<file path="src/rtl/wbb_pkg.sv">
// Shared types for the burst-to-single Wishbone splitter.
package wbb_pkg;

   typedef enum logic [2:0] {
      IDLE = 3'd0,
      REQ  = 3'd1,
      RESP = 3'd2,
      GAP  = 3'd3,
      NEXT = 3'd4
   } state_t;

endpackage

</file>
<file path="src/rtl/wbb2wb.sv">
// Replays one upstream Wishbone burst as bl classic single accesses at ascending addresses.
// Each beat takes >=4 cycles (REQ, RESP, GAP, NEXT); slave wait states stretch REQ, bry low stalls RESP/NEXT.
module wbb2wb
   import wbb_pkg::*;
#(
   parameter int AW = 32,
   parameter int DW = 32,
   parameter int BW = 4,
   parameter int BL = 10
) (
   input  logic          clk_i,
   input  logic          rst_n,
   input  logic          wbm_cyc_i,
   input  logic          wbm_stb_i,
   input  logic [AW-1:0] wbm_adr_i,
   input  logic          wbm_we_i,
   input  logic [DW-1:0] wbm_dat_i,
   input  logic [BW-1:0] wbm_sel_i,
   input  logic [BL-1:0] wbm_bl_i,
   input  logic          wbm_bry_i,
   output logic [DW-1:0] wbm_dat_o,
   output logic          wbm_ack_o,
   output logic          wbm_lack_o,
   output logic          wbm_err_o,
   output logic          wbs_cyc_o,
   output logic          wbs_stb_o,
   output logic [AW-1:0] wbs_adr_o,
   output logic          wbs_we_o,
   output logic [DW-1:0] wbs_dat_o,
   output logic [BW-1:0] wbs_sel_o,
   input  logic [DW-1:0] wbs_dat_i,
   input  logic          wbs_ack_i,
   input  logic          wbs_err_i
);

   state_t        state;
   logic [BL-1:0] cnt;
   logic          err_beat;
   logic          accept;
   logic          last_beat;

   // Gating on lack keeps the still-asserted strobe of a finished burst from restarting it.
   assign accept    = wbm_stb_i & wbm_cyc_i & wbm_bry_i & ~wbm_lack_o;
   assign last_beat = (cnt == BL'(1));

   always_ff @(posedge clk_i or negedge rst_n) begin
      if (!rst_n) begin
         state      <= IDLE;
         cnt        <= '0;
         err_beat   <= 1'b0;
         wbm_dat_o  <= '0;
         wbm_ack_o  <= 1'b0;
         wbm_lack_o <= 1'b0;
         wbm_err_o  <= 1'b0;
         wbs_cyc_o  <= 1'b0;
         wbs_stb_o  <= 1'b0;
         wbs_adr_o  <= '0;
         wbs_we_o   <= 1'b0;
         wbs_dat_o  <= '0;
         wbs_sel_o  <= '0;
      end else begin
         case (state)
            IDLE: begin
               wbm_ack_o  <= 1'b0;
               wbm_lack_o <= 1'b0;
               wbm_err_o  <= 1'b0;
               if (accept) begin
                  wbs_adr_o <= wbm_adr_i;
                  wbs_we_o  <= wbm_we_i;
                  wbs_sel_o <= wbm_sel_i;
                  wbs_dat_o <= wbm_dat_i;
                  cnt       <= (wbm_bl_i == '0) ? BL'(1) : wbm_bl_i;
                  wbs_cyc_o <= 1'b1;
                  wbs_stb_o <= 1'b1;
                  state     <= REQ;
               end
            end
            REQ: begin
               // The downstream access runs to completion regardless of upstream cyc.
               if (wbs_ack_i | wbs_err_i) begin
                  wbs_cyc_o <= 1'b0;
                  wbs_stb_o <= 1'b0;
                  if (!wbs_we_o) wbm_dat_o <= wbs_dat_i;
                  err_beat  <= wbs_err_i;
                  state     <= RESP;
               end
            end
            RESP: begin
               if (!wbm_cyc_i) begin
                  state <= IDLE;
               end else if (wbm_bry_i) begin
                  wbm_ack_o  <= 1'b1;
                  wbm_err_o  <= err_beat;
                  wbm_lack_o <= last_beat;
                  if (last_beat) begin
                     state <= IDLE;
                  end else begin
                     cnt       <= cnt - BL'(1);
                     wbs_adr_o <= wbs_adr_o + AW'(BW);
                     state     <= GAP;
                  end
               end
            end
            GAP: begin
               wbm_ack_o  <= 1'b0;
               wbm_lack_o <= 1'b0;
               wbm_err_o  <= 1'b0;
               state      <= NEXT;
            end
            NEXT: begin
               if (!wbm_cyc_i) begin
                  state <= IDLE;
               end else if (wbm_bry_i) begin
                  if (wbs_we_o) wbs_dat_o <= wbm_dat_i;
                  wbs_cyc_o <= 1'b1;
                  wbs_stb_o <= 1'b1;
                  state     <= REQ;
               end
            end
            default: state <= IDLE;
         endcase
      end
   end

endmodule

</file>
<file path="config.mk">
export PLATFORM = sky130hd
export DESIGN_NAME = wbb2wb
export DESIGN_NICKNAME = d
export VERILOG_FILES = /design/src/rtl/wbb_pkg.sv /design/src/rtl/wbb2wb.sv
export SDC_FILE = /design/constraint.sdc
export NUM_CORES = 1
export LEC_CHECK = 0
export ABC_AREA = 1
export CAP_MARGIN = 15
export CORE_MARGIN = 8
export CORE_UTILIZATION = 49
export CTS_CLUSTER_DIAMETER = 200
export CTS_CLUSTER_SIZE = 20
export DETAILED_ROUTE_END_ITERATION = 12
export GPL_TIMING_DRIVEN = 0
export PLACE_DENSITY = 0.88
export SLEW_MARGIN = 20
export SYNTH_ARGS = -nofsm -noshare
export SYNTH_HDL_FRONTEND = slang
export SYNTH_SLANG_ARGS = --single-unit
</file>
<file path="constraint.sdc">
create_clock -name clk_i -period 2.2 [get_ports clk_i]
set_input_delay 0.44 -clock clk_i [delete_from_list [all_inputs] [get_ports clk_i]]
set_output_delay 0.44 -clock clk_i [all_outputs]
set_load 0.05 [all_outputs]
</file>
==> results, run 1 <==
- The number of antenna cells inserted is 0.
- In the routed layout, each cell is associated on average with a via count of 5.24.
- The maximum single-stage delay on the critical path is 0.88 ns.
- Entering global routing, the biggest net connects 69 pins.
- The leakage dissipation is 0.00439 uW.
- The worst vdd rail ir drop is 1270 uV.
- The flow ran to the end, and the final reports show no timing, DRC or antenna violations.
- The final count of hold timing violations is 0.
- The worst setup path is launched from a flip-flop.
- The worst path uses 99.4% of the clock period.
- STA classifies the critical path endpoint as a primary output.
- The max-slew violation count is 0.
- The initialized floorplan defines 41 standard-cell rows.
- After floorplanning, the core was sized to cover 12600 um2.
- The vertical extent of the die is 129 um.
- At the end of routability-driven placement, the weighted congestion stood at 0.928.
- The die covers 16700 um2.
- Relative to the synthesized area, the layout overhead comes to 49.2%.
- The transition time of the tightest slew-check pin is 0.596 ns.
- Combinational cells account for 56.0% of the total power.
- The detailed router finished its first iteration with 620 violations.
- The master cell of the clock root buffer is sky130_fd_sc_hd__clkbuf_16.
- The floorplan step set the die width to 129 um.
- The I/O pin count is 224.
- TritonCTS built the clock tree.
- The via count of the first global-routing pass is 6697.
- For this run, the number of Yosys warnings is 0.
- The clock transition at the register clock pins on the worst setup and hold paths after CTS is 0.05 ns.
- The deepest clock path buffer count is 2.
- The arrival time at the worst endpoint is 1.75 ns.
- Max-cap violations in this run came to 0.
- The number of setup violations in the final report is 0.
- Before antenna repair, the detailed router went through 9 iterations.
- Summing all non-filler instances in the final layout gives an area of 9350 um2.
- The final worst-path setup slack is 0.0125 ns.
- The filler cell count in the final layout is 896.
- For the worst-skew pair, the clock arrives at the later sink with an insertion delay of 0.42 ns.
- The routed design has 22300 um of wire.
- The number of setup buffers added after CTS is 0.
- Each instance of the synthesized netlist takes up on average 7.75 um2.
- The leading cell type in the layout, fill and taps excluded is sky130_fd_sc_hd__nand2_1.
- The first-pass GRT wire length is 34800 um.
- Net switching is 49.3% of the power.
- For this configuration, the core starts out at a cell density of 49.9%.
- The kind of cell adding the most delay to the critical path is buffers and inverters.
- The clock power share is 17.4%.
- Registers are responsible for 26.6% of the overall power.
- The dominant synthesized flop cell is sky130_fd_sc_hd__dfrtp_1.
- The initial antenna violation count is 0.
- The number of different library cells used by synthesis comes to 35.
- The area of the mapped netlist is 6270 um2.
- After synthesis, the share of flip-flops with an asynchronous set or reset is 100%.
- The all-layer global routing usage is 27.2%.
- The number of nets with antenna violations after detailed routing is 0.
- The maximum fanout encountered on the critical timing path is 4.
- The residual overflow from global routing is 0.
- The final routed wire length divided by cell count is 18.0 um.
- Buffers placed on the I/O ports in this run total 223.
- The signal on the critical path passes through clkdlybuf4s50_1.
- For this run, the share of the core covered by cells in the final layout is 74.4%.
- The count of buffer and inverter cells on the critical path is 1.
- The H-tree level count is 4.
- The count of clock tree sinks is 119.
- Prior to clock tree synthesis, the placed netlist has a worst setup slack of 0.0258 ns.
- The routed layout has 6482 vias.
- In the layout the commonest cells are 268 x sky130_fd_sc_hd__nand2_1, 211 x sky130_fd_sc_hd__clkdlybuf4s50_1, 119 x sky130_fd_sc_hd__dfrtp_1.
- The placed instance area is 8740 um2.
- In this run the power density over the cells is 1670 nW/um2.
- In the synthesized netlist, the number of instances is 809.
- Cell internal power was estimated by the tool at 7910 uW.
- The fmax is 0.457 GHz.
- The register bit total from synthesis is 119.
- The tightest min-delay check is of the reg2reg type.
- The shortest clock period the worst path allows after layout is 2.19 ns.
- For the final database, setup skew stands at 0.0140 ns.
- The proportion of layout cells with a drive suffix above 1 is 10.8%.
- Counting flops with a built-in enable in the synthesized netlist gives 0.
- The number of clock buffers inserted by TritonCTS is 17.
- The total nets after synthesis is 930.
- Sequential elements use 47.5% of the synthesized area.
- The critical path is of the reg2out type.
- The power spent charging and discharging nets is 7680 uW.
- STA puts the critical path data required time at 1.76 ns.
- The final routed DRC violation total is 0.
- The total number of nets in the final design is 1174.
- Setup repair after global routing left no endpoint under its margin.
- After layout, the design draws a total of 15600 uW.
- The highest-delay cell along the critical path is sky130_fd_sc_hd__clkdlybuf4s50_1.
- Final hold analysis gives a worst-case slack of 0.485 ns.
- The worst slew slack as a fraction of its limit is 60.2%.
- After legalization and detailed placement, the total HPWL measured 15700 um.
## per-layer routing
layer / GRT usage, % / vias to the layer above / wire [um]
li1: - / 3045 / -
met1: 29.4 / 3046 / 8050
met2: 45.9 / 344 / 11200
met3: 12.0 / 47 / 2480
met4: 11.5 / 0 / 578
met5: 0 / - / 0
## synthesized netlist by cell type (3+ instances only)
library cell / number / share of area (%)
sky130_fd_sc_hd__buf_2: 12 / 0.96
sky130_fd_sc_hd__mux2_2: 38 / 6.8
sky130_fd_sc_hd__o21ai_1: 3 / 0.24
sky130_fd_sc_hd__o21ai_0: 36 / 2.9
sky130_fd_sc_hd__dfrtp_1: 119 / 48
sky130_fd_sc_hd__a21oi_1: 11 / 0.88
sky130_fd_sc_hd__or2_2: 5 / 0.50
sky130_fd_sc_hd__clkbuf_1: 4 / 0.24
sky130_fd_sc_hd__nand2_1: 268 / 16
sky130_fd_sc_hd__inv_2: 3 / 0.18
sky130_fd_sc_hd__buf_4: 5 / 0.60
sky130_fd_sc_hd__ha_1: 3 / 0.60
sky130_fd_sc_hd__nand4_1: 3 / 0.30
sky130_fd_sc_hd__inv_1: 65 / 3.9
sky130_fd_sc_hd__nor2_1: 113 / 6.8
sky130_fd_sc_hd__nand3_1: 79 / 6.3
sky130_fd_sc_hd__nor2_2: 7 / 0.70
sky130_fd_sc_hd__or2_0: 3 / 0.30
sky130_fd_sc_hd__nand2_2: 3 / 0.30
sky130_fd_sc_hd__buf_6: 7 / 1.3
## final timing paths
check,start,endpoint,slack (ns),depth (start not counted)
setup reg to reg,cnt[5],wbs_adr_o[13],0.37,11
hold reg to reg,wbm_ack_o,wbm_ack_o,0.48,2
setup / recovery,wbs_adr_o[6],wbs_adr_o[6],0.01,1
hold / removal,wbm_ack_o,wbm_ack_o,0.48,2
min in group asynchronous,rst_n,wbs_adr_o[20],0.54,2
max in group asynchronous,rst_n,wbm_dat_o[25],0.95,3
## cell type report
type / count / area [um2] / area share [%]
Sequential cell: 119 / 2980 / 31.9
Multi-Input combinational cell: 591 / 2830 / 30.3
Timing Repair Buffer: 225 / 2290 / 24.6
Clock buffer: 25 / 475 / 5.09
Inverter: 68 / 255 / 2.73
Tap cell: 172 / 215 / 2.30
Buffer: 31 / 204 / 2.18
Clock inverter: 7 / 95.1 / 1.02
## what timing repair did
item,4_1_cts,5_1_grt
resized for setup,1,10
hold buffers,1,0
hold endpoints to repair,47,0
setup endpoints to repair,1,10
## logic make-up (layout without fill, tap and decap cells)
| kind of cell | count (synthesis) | count (layout) | share of synthesized area (%) |
|---|---|---|---|
| AND/OR/NAND/NOR | 489 | 489 | 32.3 |
| flip-flops | 119 | 119 | 47.5 |
| buffers and inverters | 99 | 356 | 7.33 |
| AO/OA/AOI/OAI | 59 | 59 | 5.03 |
| multiplexers | 39 | 39 | 7.07 |
| adder cells (fa/ha/maj) | 3 | 3 | 0.599 |
| XOR/XNOR | 1 | 1 | 0.140 |
## flip-flops by register name (all words and copies together), names as in the netlist
register and flops:
cnt 10, err_beat 1, wbs_we_o 1, wbm_dat_o 32, wbs_adr_o 32, wbm_lack_o 1, wbs_dat_o 32, wbm_ack_o 1
wbm_err_o 1, wbs_stb_o 1, state 3, wbs_sel_o 4
## through the flow
step                      TNS, ns  std cells
after floorplan                 0        809
after global placement    -480.27       1204
after detailed placement        0       1205
after CTS                       0       1238
after global routing            0       1238
final                           0       1238
## power groups by stage
stage | combinational (uW) | sequential, uW | clock [uW]
4_1_cts | 8760 | 4130 | 2740
3_3_place_gp | 8500 | 4050 | 0
5_1_grt | 9240 | 4270 | 2850
6_report | 8730 | 4150 | 2710
2_1_floorplan | 2520 | 7110 | 0
3_5_place_dp | 8640 | 4100 | 0
No activity file was read; power rests on OpenSTA's default activity.
==> run 2, diff against run 1 <==
--- a/config.mk
+++ b/config.mk
@@ -6,8 +6,8 @@
 export NUM_CORES = 1
 export LEC_CHECK = 0
 export ABC_AREA = 1
-export CAP_MARGIN = 15
-export CORE_MARGIN = 8
+export CAP_MARGIN = 20
+export CORE_MARGIN = 1.5
 export CORE_UTILIZATION = 49
 export CTS_CLUSTER_DIAMETER = 200
 export CTS_CLUSTER_SIZE = 20
==> results, run 2 (synthesis results as in run 1) <==
- The final count of hold timing violations is 0 (unchanged).
- The total wire length was 20000 um (-10%).
- The arrival time at the worst endpoint came to 1.72 ns (-0.03 ns).
- The met2 layer usage reported by global route came to 49.9% (+4.0 points).
- The highest-delay cell along the critical path is sky130_fd_sc_hd__clkdlybuf4s50_1.
- The TritonCTS clock tree is built.
- The overall die area came to 13500 um2 (-19%).
- The number of clock buffers inserted by TritonCTS is 17 (unchanged).
- The fmax is 0.462 GHz (+1.1%).
- The shortest clock period the worst path allows after layout is 2.16 ns (-0.0229 ns).
- The classification of the worst setup path is reg2out.
- The insertion delay of the later-clocked pin in the worst-skew pair is 0.42 ns (about the same).
- The number of nets with antenna violations after detailed routing is 0 (unchanged).
- The endpoint required time on the critical path is 1.76 ns (about the same).
- The maximum single-stage delay on the critical path was 0.78 ns (-0.10 ns).
- The final routed DRC violation total is 0 (unchanged).
- The worst slew slack as a fraction of its limit was 59.9% (-0.22 points).
- The transition time of the tightest slew-check pin is 0.599 ns (+0.00336 ns).
- The met3 track demand over resource in global routing came to 10.7% (-1.2 points).
- The count of clock tree sinks is 119 (unchanged).
- The signed area change from the synthesized netlist to the final layout is 49.9%.
- The setup clock skew after layout came to 0.0132 ns (-0.000767 ns).
- The H-tree level count is 4 (unchanged).
- In this run the worst hold path is classified as reg2reg.
- The residual overflow from global routing is 0 (unchanged).
- The count of max-cap constraint violations is 0 (unchanged).
- The final routed wire length divided by cell count is 16.2 um (-10%).
- The floorplan die width is 116 um (-10%).
- The initial antenna violation count is 1 (+1).
- The via count of the first global-routing pass is 6171 (-7.9%).
- The leakage dissipation is 0.00446 uW (+1.4%).
- The I/O pin count is 224 (unchanged).
- The type of element capturing the critical path is a primary output.
- The largest registers in the layout are wbm_dat_o x32, wbs_adr_o x32, wbs_dat_o x32.
- The critical path goes through buf_4, clkdlybuf4s50_1.
- The worst setup path is launched from a flip-flop.
- The number of DRC markers in iteration 0 is 666 (+7.4%).
- The routed via count divided by cell count came to 5.20 (-0.60%).
- The total power per unit cell area came to 1670 nW/um2 (-0.15%).
- The placeable core region came to 12600 um2 (unchanged).
- The total via count in the routed design is 6438 (-0.68%).
- The detailed-router iteration count before antenna repair was 7 (-2).
- The number of port buffers is 223 (unchanged).
- Setup repair after global routing left no endpoint under its margin.
- The number of setup buffers added after CTS is 0 (unchanged).
- The effective utilization at floorplan came to 49.9% (unchanged).
- The library cell used most frequently in the layout, excluding fill and tap cells, is sky130_fd_sc_hd__nand2_1.
- The deepest clock path buffer count is 2 (unchanged).
- The worst vdd rail ir drop is 1160 uV (-8.3%).
- The first-pass GRT wire length was 31000 um (-11%).
- The number of setup violations in the final report is 0 (unchanged).
- The weighted congestion at the end of routability-driven global placement is 0.943 (+1.5%).
- The total number of nets in the final design came to 1174 (unchanged).
- The maximum fanout encountered on the critical timing path is 3 (-1).
- The clock transition at the register clock pins on the worst setup and hold paths after CTS is 0.06 ns (about the same).
- The detailed-placement wirelength estimate was 14200 um (-9.9%).
- The routing usage on met1 is 35.9% (+6.5 points).
- The final core utilization came to 74.7% (+0.37 points).
- The final worst-path setup slack is 0.0354 ns (+0.0229 ns).
- The number of standard-cell rows in the floorplan is 41 (unchanged).
- The share of the clock period used by the worst path is 98.4% (-1.0 points).
- The filler cell count in the final layout is 921 (+2.8%).
- The run finished with clean final reports.
- The worst-case setup slack after placement is 0.0587 ns (+0.0330 ns).
- The proportion of layout cells with a drive suffix above 1 was 11.1% (+0.30 points).
- Leaving out fill and tap cells, the most frequent cells in the layout are 268 x sky130_fd_sc_hd__nand2_1, 209 x sky130_fd_sc_hd__clkdlybuf4s50_1, 119 x sky130_fd_sc_hd__dfrtp_1.
- The pin count of the biggest net entering global routing is 75 (+8.7%).
- The vertical extent of the die is 116 um (-10%).
- The max-slew violation count came to 0 (unchanged).
- The all-layer global routing usage is 30.4% (+3.2 points).
- The root buffer cell chosen for the clock tree is sky130_fd_sc_hd__clkbuf_16.
- The busiest layer in global routing is met2.
[run 2: changes by cell type in the layout (fill, tap and decap cells not counted)]
cell,change
sky130_fd_sc_hd__clkinv_2,+1
sky130_fd_sc_hd__diode_2,+1
sky130_fd_sc_hd__clkbuf_1,-5
sky130_fd_sc_hd__clkdlybuf4s50_1,-2
sky130_fd_sc_hd__dlymetal6s2s_1,+3
sky130_fd_sc_hd__dlygate4sd2_1,-1
sky130_fd_sc_hd__bufinv_16,+1
sky130_fd_sc_hd__clkinv_4,-1
sky130_fd_sc_hd__clkbuf_8,+2
[run 2: what timing repair did]
item	in CTS	in global routing
resized for setup	0	13
endpoints found under the hold margin	45	0
setup endpoints to repair	0	13
hold buffers	1	0
[run 2: final timing paths]
check	cells after the start	slack, ns	startpoint	to
max	2	0.04	wbs_stb_o	wbs_stb_o
min	1	0.50	wbm_dat_o[14]	wbm_dat_o[14]
max reg2reg	9	0.38	wbs_adr_o[5]	wbs_adr_o[27]
min reg2reg	1	0.50	wbm_dat_o[14]	wbm_dat_o[14]
max in group asynchronous	3	0.96	rst_n	wbm_dat_o[27]
min in group asynchronous	2	0.52	rst_n	cnt[2]
[run 2: where the power goes]
part           switching, uW  internal, uW  total (uW)
Clock                   1020          1880        2900
Sequential               916          3230        4140
Combinational           5640          2960        8600
[run 2: stage by stage]
stage	instance area, um2	hold slack (ns)	setup TNS [ns]	power (uW)	cells
after CTS	9360	0.504	0	15600	1236
after global placement	8710	0.463	-482.22	12500	1204
final	9390	0.502	0	15600	1237
after floorplan	6270	0.144	0	9640	809
after detailed placement	8740	0.402	0	12600	1205
after global routing	9390	0.515	0	16400	1236
[run 2: per-layer routing]
metal,up-vias,part of all wire (%),wire length [um]
li1,3049,-,-
met1,2988,38,7680
met2,342,48,9610
met3,59,9.9,1970
met4,0,3.7,739
met5,-,0,0
[run 2: final cells by class]
class / instances / area (um2) / area share, %
repair buffers: 225 / 2300 / 24.5
plain buffers: 31 / 204 / 2.17
clock inverters: 8 / 121 / 1.29
well taps: 172 / 215 / 2.29
clock buffers: 22 / 484 / 5.16
diodes: 1 / 2.50 / 0.0266
inverters: 68 / 255 / 2.72
flip-flops and latches: 119 / 2980 / 31.7
multi-input cells: 591 / 2830 / 30.1
[run 2: worst max-delay path, delay by kind of cell, from the launching register on]
kind                   cells  cell delay (ns)
flip-flops                 1             0.39
buffers and inverters      2             0.90
